### src/rtl/arm_multicycle_datapath_if.sv
// Unified memory port of arm_multicycle_datapath: one req/ready handshake
// shared by instruction fetch and data access.
interface arm_multicycle_datapath_if #(
  parameter int ADDR_W = 32
);
  logic              mem_req;
  logic              mem_we;
  logic [ADDR_W-1:0] mem_addr;
  logic [31:0]       mem_wdata;
  logic [31:0]       mem_rdata;
  logic              mem_ready;

  modport master (
    output mem_req, mem_we, mem_addr, mem_wdata,
    input  mem_rdata, mem_ready
  );

  modport slave (
    input  mem_req, mem_we, mem_addr, mem_wdata,
    output mem_rdata, mem_ready
  );
endinterface

### src/rtl/arm_multicycle_datapath.sv
// Multicycle ARM-subset core (DP/LDR/STR/B) with unified memory port and bus timeout.
// Optional macro COND_EXEC_EN enables condition-code evaluation in DECODE.
module arm_multicycle_datapath #(
  parameter logic [31:0] RESET_PC = 32'h0000_0000,
  parameter int          ADDR_W   = 32,
  parameter int          WAIT_MAX = 16
) (
  input  logic                             clk,
  input  logic                             rst,
  arm_multicycle_datapath_if.master        mem,
  output logic [31:0]                      PC,
  output logic [31:0]                      Instruction,
  output logic [3:0]                       ALUFlags,
  output logic [2:0]                       state,
  output logic                             fault
);

  typedef enum logic [2:0] {
    S_FETCH  = 3'd0,
    S_DECODE = 3'd1,
    S_EXEC   = 3'd2,
    S_MEM    = 3'd3,
    S_WB     = 3'd4,
    S_FAULT  = 3'd5
  } state_t;

  localparam logic [3:0]  CMD_AND   = 4'b0000;
  localparam logic [3:0]  CMD_SUB   = 4'b0010;
  localparam logic [3:0]  CMD_ADD   = 4'b0100;
  localparam logic [3:0]  CMD_CMP   = 4'b1010;
  localparam logic [3:0]  CMD_ORR   = 4'b1100;
  localparam logic [31:0] WAIT_LAST = 32'(WAIT_MAX - 1);

  state_t            state_q, state_d;
  logic [31:0]       pc_q, pc_d, ir_q, ir_d;
  logic [31:0]       rf_q [0:14];
  logic [31:0]       rf_d [0:14];
  logic [3:0]        flags_q, flags_d;
  logic [31:0]       a_q, a_d, b_q, b_d, alu_q, alu_d, data_q, data_d;
  logic              req_q, req_d, we_q, we_d, fault_q, fault_d;
  logic [ADDR_W-1:0] addr_q, addr_d;
  logic [31:0]       wdata_q, wdata_d, wait_q, wait_d;

  logic [1:0]  op;
  logic [3:0]  cmd, rn, rd, rm;
  logic        imm_i, s_bit, u_bit;
  logic [31:0] imm8_ext, imm_ror, src_b, alu_res, wb_val;
  logic [32:0] sum33, diff33;
  logic        res_c, res_v, dp_ok, op_ok, is_cmp, issue_fetch, issue_mem;

  assign op    = ir_q[27:26];
  assign imm_i = ir_q[25];
  assign cmd   = ir_q[24:21];
  assign u_bit = ir_q[23];
  assign s_bit = ir_q[20];
  assign rn    = ir_q[19:16];
  assign rd    = ir_q[15:12];
  assign rm    = ir_q[3:0];
  assign is_cmp = (cmd == CMD_CMP);
  assign dp_ok  = (cmd == CMD_ADD) || (cmd == CMD_SUB) || (cmd == CMD_AND) ||
                  (cmd == CMD_ORR) || is_cmp;
  assign op_ok  = (op == 2'b01) || (op == 2'b10) || ((op == 2'b00) && dp_ok);

`ifdef COND_EXEC_EN
  logic cond_ok;
  always_comb begin
    logic n, z, c, v;
    {n, z, c, v} = flags_q;
    case (ir_q[31:28])
      4'h0:    cond_ok = z;
      4'h1:    cond_ok = !z;
      4'h2:    cond_ok = c;
      4'h3:    cond_ok = !c;
      4'h4:    cond_ok = n;
      4'h5:    cond_ok = !n;
      4'h6:    cond_ok = v;
      4'h7:    cond_ok = !v;
      4'h8:    cond_ok = c && !z;
      4'h9:    cond_ok = !c || z;
      4'hA:    cond_ok = (n == v);
      4'hB:    cond_ok = (n != v);
      4'hC:    cond_ok = !z && (n == v);
      4'hD:    cond_ok = z || (n != v);
      default: cond_ok = 1'b1;
    endcase
  end
`endif

  // Operand B: rotated imm8 or Rm for DP, zero-extended imm12 for LDR/STR, word offset for B
  always_comb begin
    imm8_ext = {24'h0, ir_q[7:0]};
    imm_ror  = (imm8_ext >> {ir_q[11:8], 1'b0}) |
               (imm8_ext << (6'd32 - {1'b0, ir_q[11:8], 1'b0}));
    case (op)
      2'b00:   src_b = imm_i ? imm_ror : b_q;
      2'b01:   src_b = {20'h0, ir_q[11:0]};
      default: src_b = {{6{ir_q[23]}}, ir_q[23:0], 2'b00};
    endcase
    sum33  = {1'b0, a_q} + {1'b0, src_b};
    diff33 = {1'b0, a_q} - {1'b0, src_b};
    res_c  = flags_q[1];
    res_v  = flags_q[0];
    alu_res = sum33[31:0];
    if (op == 2'b00) begin
      case (cmd)
        CMD_ADD: begin
          res_c = sum33[32];
          res_v = (a_q[31] == src_b[31]) && (sum33[31] != a_q[31]);
        end
        CMD_SUB, CMD_CMP: begin
          alu_res = diff33[31:0];
          res_c   = ~diff33[32];
          res_v   = (a_q[31] != src_b[31]) && (diff33[31] != a_q[31]);
        end
        CMD_AND: alu_res = a_q & src_b;
        default: alu_res = a_q | src_b;
      endcase
    end else if ((op == 2'b01) && !u_bit) begin
      alu_res = diff33[31:0];
    end
  end

  always_comb begin
    state_d = state_q;  pc_d    = pc_q;    ir_d    = ir_q;
    rf_d    = rf_q;     flags_d = flags_q; a_d     = a_q;
    b_d     = b_q;      alu_d   = alu_q;   data_d  = data_q;
    req_d   = req_q;    we_d    = we_q;    addr_d  = addr_q;
    wdata_d = wdata_q;  wait_d  = wait_q;  fault_d = fault_q;
    issue_fetch = 1'b0;
    issue_mem   = 1'b0;
    wb_val      = (op == 2'b01) ? data_q : alu_q;

    case (state_q)
      S_FETCH: begin
        if (!req_q) begin
          issue_fetch = 1'b1;
        end else if (mem.mem_ready) begin
          ir_d    = mem.mem_rdata;
          pc_d    = pc_q + 32'd4;
          req_d   = 1'b0;
          state_d = S_DECODE;
        end
      end
      S_DECODE: begin
        // pc_q already points past this instruction, so R15 reads as PC+4 = address+8
        a_d = (rn == 4'd15 || op == 2'b10) ? pc_q + 32'd4 : rf_q[rn];
        if (op == 2'b01 && !s_bit)
          b_d = (rd == 4'd15) ? pc_q + 32'd4 : rf_q[rd];
        else
          b_d = (rm == 4'd15) ? pc_q + 32'd4 : rf_q[rm];
`ifdef COND_EXEC_EN
        if (!cond_ok) issue_fetch = 1'b1;
        else
`endif
        if (!op_ok) begin
          state_d = S_FAULT;
          fault_d = 1'b1;
        end else begin
          state_d = S_EXEC;
        end
      end
      S_EXEC: begin
        alu_d = alu_res;
        if (op == 2'b00 && (s_bit || is_cmp))
          flags_d = {alu_res[31], alu_res == 32'h0, res_c, res_v};
        if (op == 2'b01) issue_mem = 1'b1;
        else             state_d   = S_WB;
      end
      S_MEM: begin
        if (req_q && mem.mem_ready) begin
          req_d = 1'b0;
          if (we_q) begin
            issue_fetch = 1'b1;
          end else begin
            data_d  = mem.mem_rdata;
            state_d = S_WB;
          end
        end
      end
      S_WB: begin
        if (op == 2'b10 || rd == 4'd15) begin
          if (!(op == 2'b00 && is_cmp)) pc_d = wb_val;
        end else if (!(op == 2'b00 && is_cmp)) begin
          rf_d[rd] = wb_val;
        end
        issue_fetch = 1'b1;
      end
      default: begin
        req_d   = 1'b0;
        fault_d = 1'b1;
        state_d = S_FAULT;
      end
    endcase

    if (req_q && !mem.mem_ready && WAIT_MAX != 0) begin
      if (wait_q == WAIT_LAST) begin
        state_d = S_FAULT;
        req_d   = 1'b0;
        fault_d = 1'b1;
      end else begin
        wait_d = wait_q + 32'd1;
      end
    end

    if (issue_fetch) begin
      req_d   = 1'b1;
      we_d    = 1'b0;
      addr_d  = pc_d[ADDR_W-1:0];
      wait_d  = '0;
      state_d = S_FETCH;
    end else if (issue_mem) begin
      req_d   = 1'b1;
      we_d    = ~s_bit;
      addr_d  = alu_d[ADDR_W-1:0];
      wdata_d = b_q;
      wait_d  = '0;
      state_d = S_MEM;
    end
  end

  always_ff @(posedge clk) begin
    if (!rst) begin
      state_q <= S_FETCH;
      pc_q    <= RESET_PC;
      ir_q    <= '0;
      for (int unsigned i = 0; i < 15; i++) rf_q[i] <= '0;
      flags_q <= '0;
      a_q     <= '0;
      b_q     <= '0;
      alu_q   <= '0;
      data_q  <= '0;
      req_q   <= 1'b0;
      we_q    <= 1'b0;
      addr_q  <= '0;
      wdata_q <= '0;
      wait_q  <= '0;
      fault_q <= 1'b0;
    end else begin
      state_q <= state_d;
      pc_q    <= pc_d;
      ir_q    <= ir_d;
      rf_q    <= rf_d;
      flags_q <= flags_d;
      a_q     <= a_d;
      b_q     <= b_d;
      alu_q   <= alu_d;
      data_q  <= data_d;
      req_q   <= req_d;
      we_q    <= we_d;
      addr_q  <= addr_d;
      wdata_q <= wdata_d;
      wait_q  <= wait_d;
      fault_q <= fault_d;
    end
  end

  assign mem.mem_req   = req_q;
  assign mem.mem_we    = we_q;
  assign mem.mem_addr  = addr_q;
  assign mem.mem_wdata = wdata_q;
  assign PC            = pc_q;
  assign Instruction   = ir_q;
  assign ALUFlags      = flags_q;
  assign state         = state_q;
  assign fault         = fault_q;

endmodule

### src/flat_wrapper.sv
// flat-port wrapper written by rule: the top's interface ports become plain ports
module arm_multicycle_datapath_flat 
#(
  parameter logic [31:0] RESET_PC = 32'h0000_0000,
  parameter int          ADDR_W   = 32,
  parameter int          WAIT_MAX = 16
)
  (clk, rst, PC, Instruction, ALUFlags, state, fault, mem_mem_req, mem_mem_we, mem_mem_addr, mem_mem_wdata, mem_mem_rdata, mem_mem_ready);
  arm_multicycle_datapath_if #(.ADDR_W(ADDR_W)) mem_i ();
  input  logic clk;
  input  logic rst;
  output logic [31:0] PC;
  output logic [31:0] Instruction;
  output logic [3:0] ALUFlags;
  output logic [2:0] state;
  output logic fault;
  output wire logic [$bits(mem_i.mem_req)-1:0] mem_mem_req;
  output wire logic [$bits(mem_i.mem_we)-1:0] mem_mem_we;
  output wire logic [$bits(mem_i.mem_addr)-1:0] mem_mem_addr;
  output wire logic [$bits(mem_i.mem_wdata)-1:0] mem_mem_wdata;
  input wire logic [$bits(mem_i.mem_rdata)-1:0] mem_mem_rdata;
  input wire logic [$bits(mem_i.mem_ready)-1:0] mem_mem_ready;
  assign mem_mem_req = mem_i.mem_req;
  assign mem_mem_we = mem_i.mem_we;
  assign mem_mem_addr = mem_i.mem_addr;
  assign mem_mem_wdata = mem_i.mem_wdata;
  assign mem_i.mem_rdata = mem_mem_rdata;
  assign mem_i.mem_ready = mem_mem_ready;
  arm_multicycle_datapath #(.RESET_PC(RESET_PC), .ADDR_W(ADDR_W), .WAIT_MAX(WAIT_MAX)) u_core (.clk(clk), .rst(rst), .mem(mem_i), .PC(PC), .Instruction(Instruction), .ALUFlags(ALUFlags), .state(state), .fault(fault));
endmodule
### config.mk
export PLATFORM = sky130hd
export DESIGN_NAME = arm_multicycle_datapath_flat
export DESIGN_NICKNAME = d
export VERILOG_FILES = /design/src/rtl/arm_multicycle_datapath_if.sv /design/src/rtl/arm_multicycle_datapath.sv /design/src/flat_wrapper.sv
export SDC_FILE = /design/constraint.sdc
export NUM_CORES = 2
export LEC_CHECK = 0
export ABC_AREA = 1
export ABC_CLOCK_PERIOD_IN_PS = 5800
export CAP_MARGIN = 20
export CELL_PAD_IN_SITES_DETAIL_PLACEMENT = 0
export CELL_PAD_IN_SITES_GLOBAL_PLACEMENT = 1
export CORE_MARGIN = 1
export CORE_UTILIZATION = 25
export DETAILED_ROUTE_END_ITERATION = 7
export GPL_TIMING_DRIVEN = 1
export PLACE_DENSITY = 0.5
export SKIP_CTS_REPAIR_TIMING = 1
export SLEW_MARGIN = 20
export SYNTH_ARGS = -nofsm -noshare
export SYNTH_HDL_FRONTEND = slang
export SYNTH_SLANG_ARGS = --single-unit
export TNS_END_PERCENT = 20
### constraint.sdc
create_clock -name clk -period 5.8 [get_ports clk]
set_input_delay 0.58 -clock clk [delete_from_list [all_inputs] [get_ports clk]]
set_output_delay 0.58 -clock clk [all_outputs]
set_load 0.01 [all_outputs]
==> impl_metrics.ini <==
[run_status]
outcome = complete, no violations

[place]
dp_hpwl_um = 213000
portBuffers = 172
gp_congestion = 0.960
pre_cts_ws_ps = 253

[setup_path]
max_stage_delay_ps = 490
crit_type = reg2reg
critPathBufInv = 4
ff2ff_setup_slack_ps = 470
worstPathArrival_ps = 6030
rr_worst_depth = 28
cp_common_cell = nand2_1
cp.required_ps = 6500
r2r-start = u_core.Instruction[9]
endpoint_kind = flip-flop
startpoint_type = flip-flop
cp_slowest_cell = dfxtp_1
path_max_fanout = 10
r2r-end = u_core.ALUFlags[2]
cp_top_family = simple AND/OR/NAND/NOR gates

[route]
vias_per_cell = 5.50
wl_per_cell_um = 30.4
vias = 56200
drc = 0
drtIter0Drc = 6642
ant_nets = 0
dr.pass1.iters = 6
routed_wl_um = 310000

[sta]
tightest_slew_ps = 1280
max_freq_ghz = 0.188
period_share = 0.919
maxSlewViolCount = 0
fin_skew_ps = 37.3
setup_tns_ps = 0
rsz0062_at_grt = false
setup_violations = 0
min_period_ps = 5330
hold_ws_ps = 273
max_slew_margin = 0.146
setup_slack_ps = 470
hold_viol = 0

[synth]
ys_warn_count = 0
ys_top_cells_by_area = dfxtp_1 (32%), o21ai_0 (12%), a21oi_1 (11%), nand2_1 (8.2%), inv_1 (7.9%)
syn_area_um2 = 49100
synth_top_cell_by_area = dfxtp_1
synth_top_area_share = 0.317
syn_inst = 7579
synth_edf_count = 0
syn_area_per_cell_um2 = 6.48
synth_seq_cells = 778
synth_fp_nets = 7743
yosysSeqAreaShare = 0.317
synth_cell_types = 61
async_flop_share = 0
ys.flop_type = dfxtp_1

[global_route]
groute.usage.overall = 0.302
grt_pass1_wl_um = 428000
grt-ovfl-total = 0
antenna_found_initial = 22
grt_pass1_vias = 52300
grt_max_degree = 146

[power]
vdd_drop_max_mv = 0.221
p_leak_nw = 21.2
power.density_nw_per_um2 = 273

[run]
cap_violations = 0

[die]
std_cell_rows = 162
die_h_um = 445
die_area_um2 = 198000
chipWidth_um = 445
start_util = 0.252
design.portCount = 173
coreArea_um2 = 195000

[clocking]
htree_levels = 3
cts_buffer_depth = 3
cts_buffers = 102
insertion_delay_ps = 760
cts_tree = done
clkSinkCount = 778
cts_root_buf = clkbuf_16
clk_pin_slew_ps = 80

[final_layout]
final_util = 0.295
final_nets = 7659
area_delta_synth_final_pct = 17.1
drive_gt1_frac = 0.0662

[hold_path]
whs_path_depth = 3
worstHoldStart = rst
worstHoldEndpoint = u_core.Instruction[26]
min_path_type = in2reg
==> placed cells by master, fill, tap and decap left out, types with 15 or more instances in the layout <==
cell type	Yosys	layout
clkbuf_8	0	26
o22ai_1	201	201
inv_2	19	24
nand4_1	50	50
nand2_1	1078	1070
mux2i_1	19	18
dfxtp_1	778	772
nor4_1	23	23
inv_1	1039	1029
clkdlybuf4s50_1	0	171
a22oi_1	15	15
nor3_1	37	35
xor2_1	22	22
a31oi_1	30	30
buf_4	1	186
clkbuf_1	480	22
buf_12	0	16
ha_1	127	125
o221ai_1	159	159
nand3b_1	16	16
a221oi_1	26	26
o21ai_1	12	17
o21ai_0	1216	1211
a21oi_1	1068	1064
o2111ai_1	105	105
nor2_1	415	406
o211ai_1	115	115
or2_2	26	26
clkbuf_16	0	104
nand3_1	311	299
==> worst reg2reg max path, delay by kind of cell, from the launching register on <==
kind | cells | cell delay (ps)
DFF | 1 | 490
AOI/OAI and AO/OA | 6 | 1170
and+or+nand+nor | 16 | 2340
adders and majority gates | 2 | 680
buffers and inverters | 4 | 600
==> stage by stage <==
step / std cells / total power [mW] / instance area (µm²)
floorplan: 7579 / 7.35 / 49100
global placement: 10000 / 8.96 / 54000
detailed placement: 10000 / 8.92 / 54000
CTS: 10200 / 15.7 / 57500
global route: 10200 / 16.2 / 57500
finish: 10200 / 15.7 / 57500
==> synth_stat cells (15+ instances only) <==
cell type     n
nand3_1     311
o221ai_1    159
buf_1        40
mux2i_1      19
a221oi_1     26
a22oi_1      15
a21oi_1    1068
clkbuf_1    480
dfxtp_1     778
or2_2        26
xor2_1       22
nand3b_1     16
buf_2        40
nand4_1      50
o22ai_1     201
nor3_1       37
inv_2        19
ha_1        127
a31oi_1      30
o21ai_0    1216
nor4_1       23
o211ai_1    115
o2111ai_1   105
inv_1      1039
nor2_1      415
nand2_1    1078
==> metal layers <==
layer  GRT usage  share of wire
met5           0        0.00038
met2       0.483           0.45
met3      0.0471          0.073
met4       0.156          0.058
met1       0.391           0.42
==> where the power goes <==
group | total (mW) | internal (mW) | switching [mW]
Sequential | 5.45 | 5.38 | 0.0651
Clock | 6.79 | 3.97 | 2.81
Combinational | 3.46 | 0.846 | 2.62
Total | 15.7 | 10.2 | 5.50
==> flip-flops by register name, indices dropped and copies added (netlist names), 3 cells and up <==
register and cells:
u_core.wait_q 32, u_core.state 3, u_core.data_q 32, u_core.PC 32
u_core.b_q 32, u_core.ALUFlags 4, u_core.alu_q 32, u_core.mem.mem_wdata 32
u_core.rf_q 480, u_core.Instruction 32, u_core.mem.mem_addr 32, u_core.a_q 32
==> area by class of cell <==
class	instances	area (µm²)
multi-input cells	5168	27700
repair buffers	374	3440
diodes	9	22.5
well taps	2624	3280
flip-flops and latches	778	15600
clock buffers	152	3040
clock inverters	35	434
inverters	1071	4040
fillers	21700	137000
==> worst max-delay path by stage <==
| stage | start | endpoint | slack [ps] | cells past startpoint |
|---|---|---|---|---|
| after detailed placement | u_core.Instruction[10] | u_core.ALUFlags[2] | 250 | 26 |
| after global routing | u_core.Instruction[9] | u_core.ALUFlags[2] | 10 | 28 |
| after CTS | u_core.Instruction[10] | u_core.ALUFlags[2] | 250 | 26 |
| after global placement | u_core.Instruction[10] | u_core.ALUFlags[2] | 160 | 27 |
| final | u_core.Instruction[9] | u_core.ALUFlags[2] | 470 | 28 |
| after floorplan | u_core.Instruction[8] | u_core.mem.mem_addr[23] | 1530 | 29 |
==> cell families (layout without fill, tap and decap cells) <==
family	count (synthesis)	in the layout	share of synthesized area
mux	19	19	0.00387
fa+ha+maj	129	129	0.0332
buf+inv	1633	1632	0.126
other cells	0	9	0
compound gates	3001	3001	0.344
simple gates	1995	1995	0.172
flops	778	778	0.317
xor+xnor	24	24	0.00443
No activity file was read; power rests on OpenSTA's default activity.
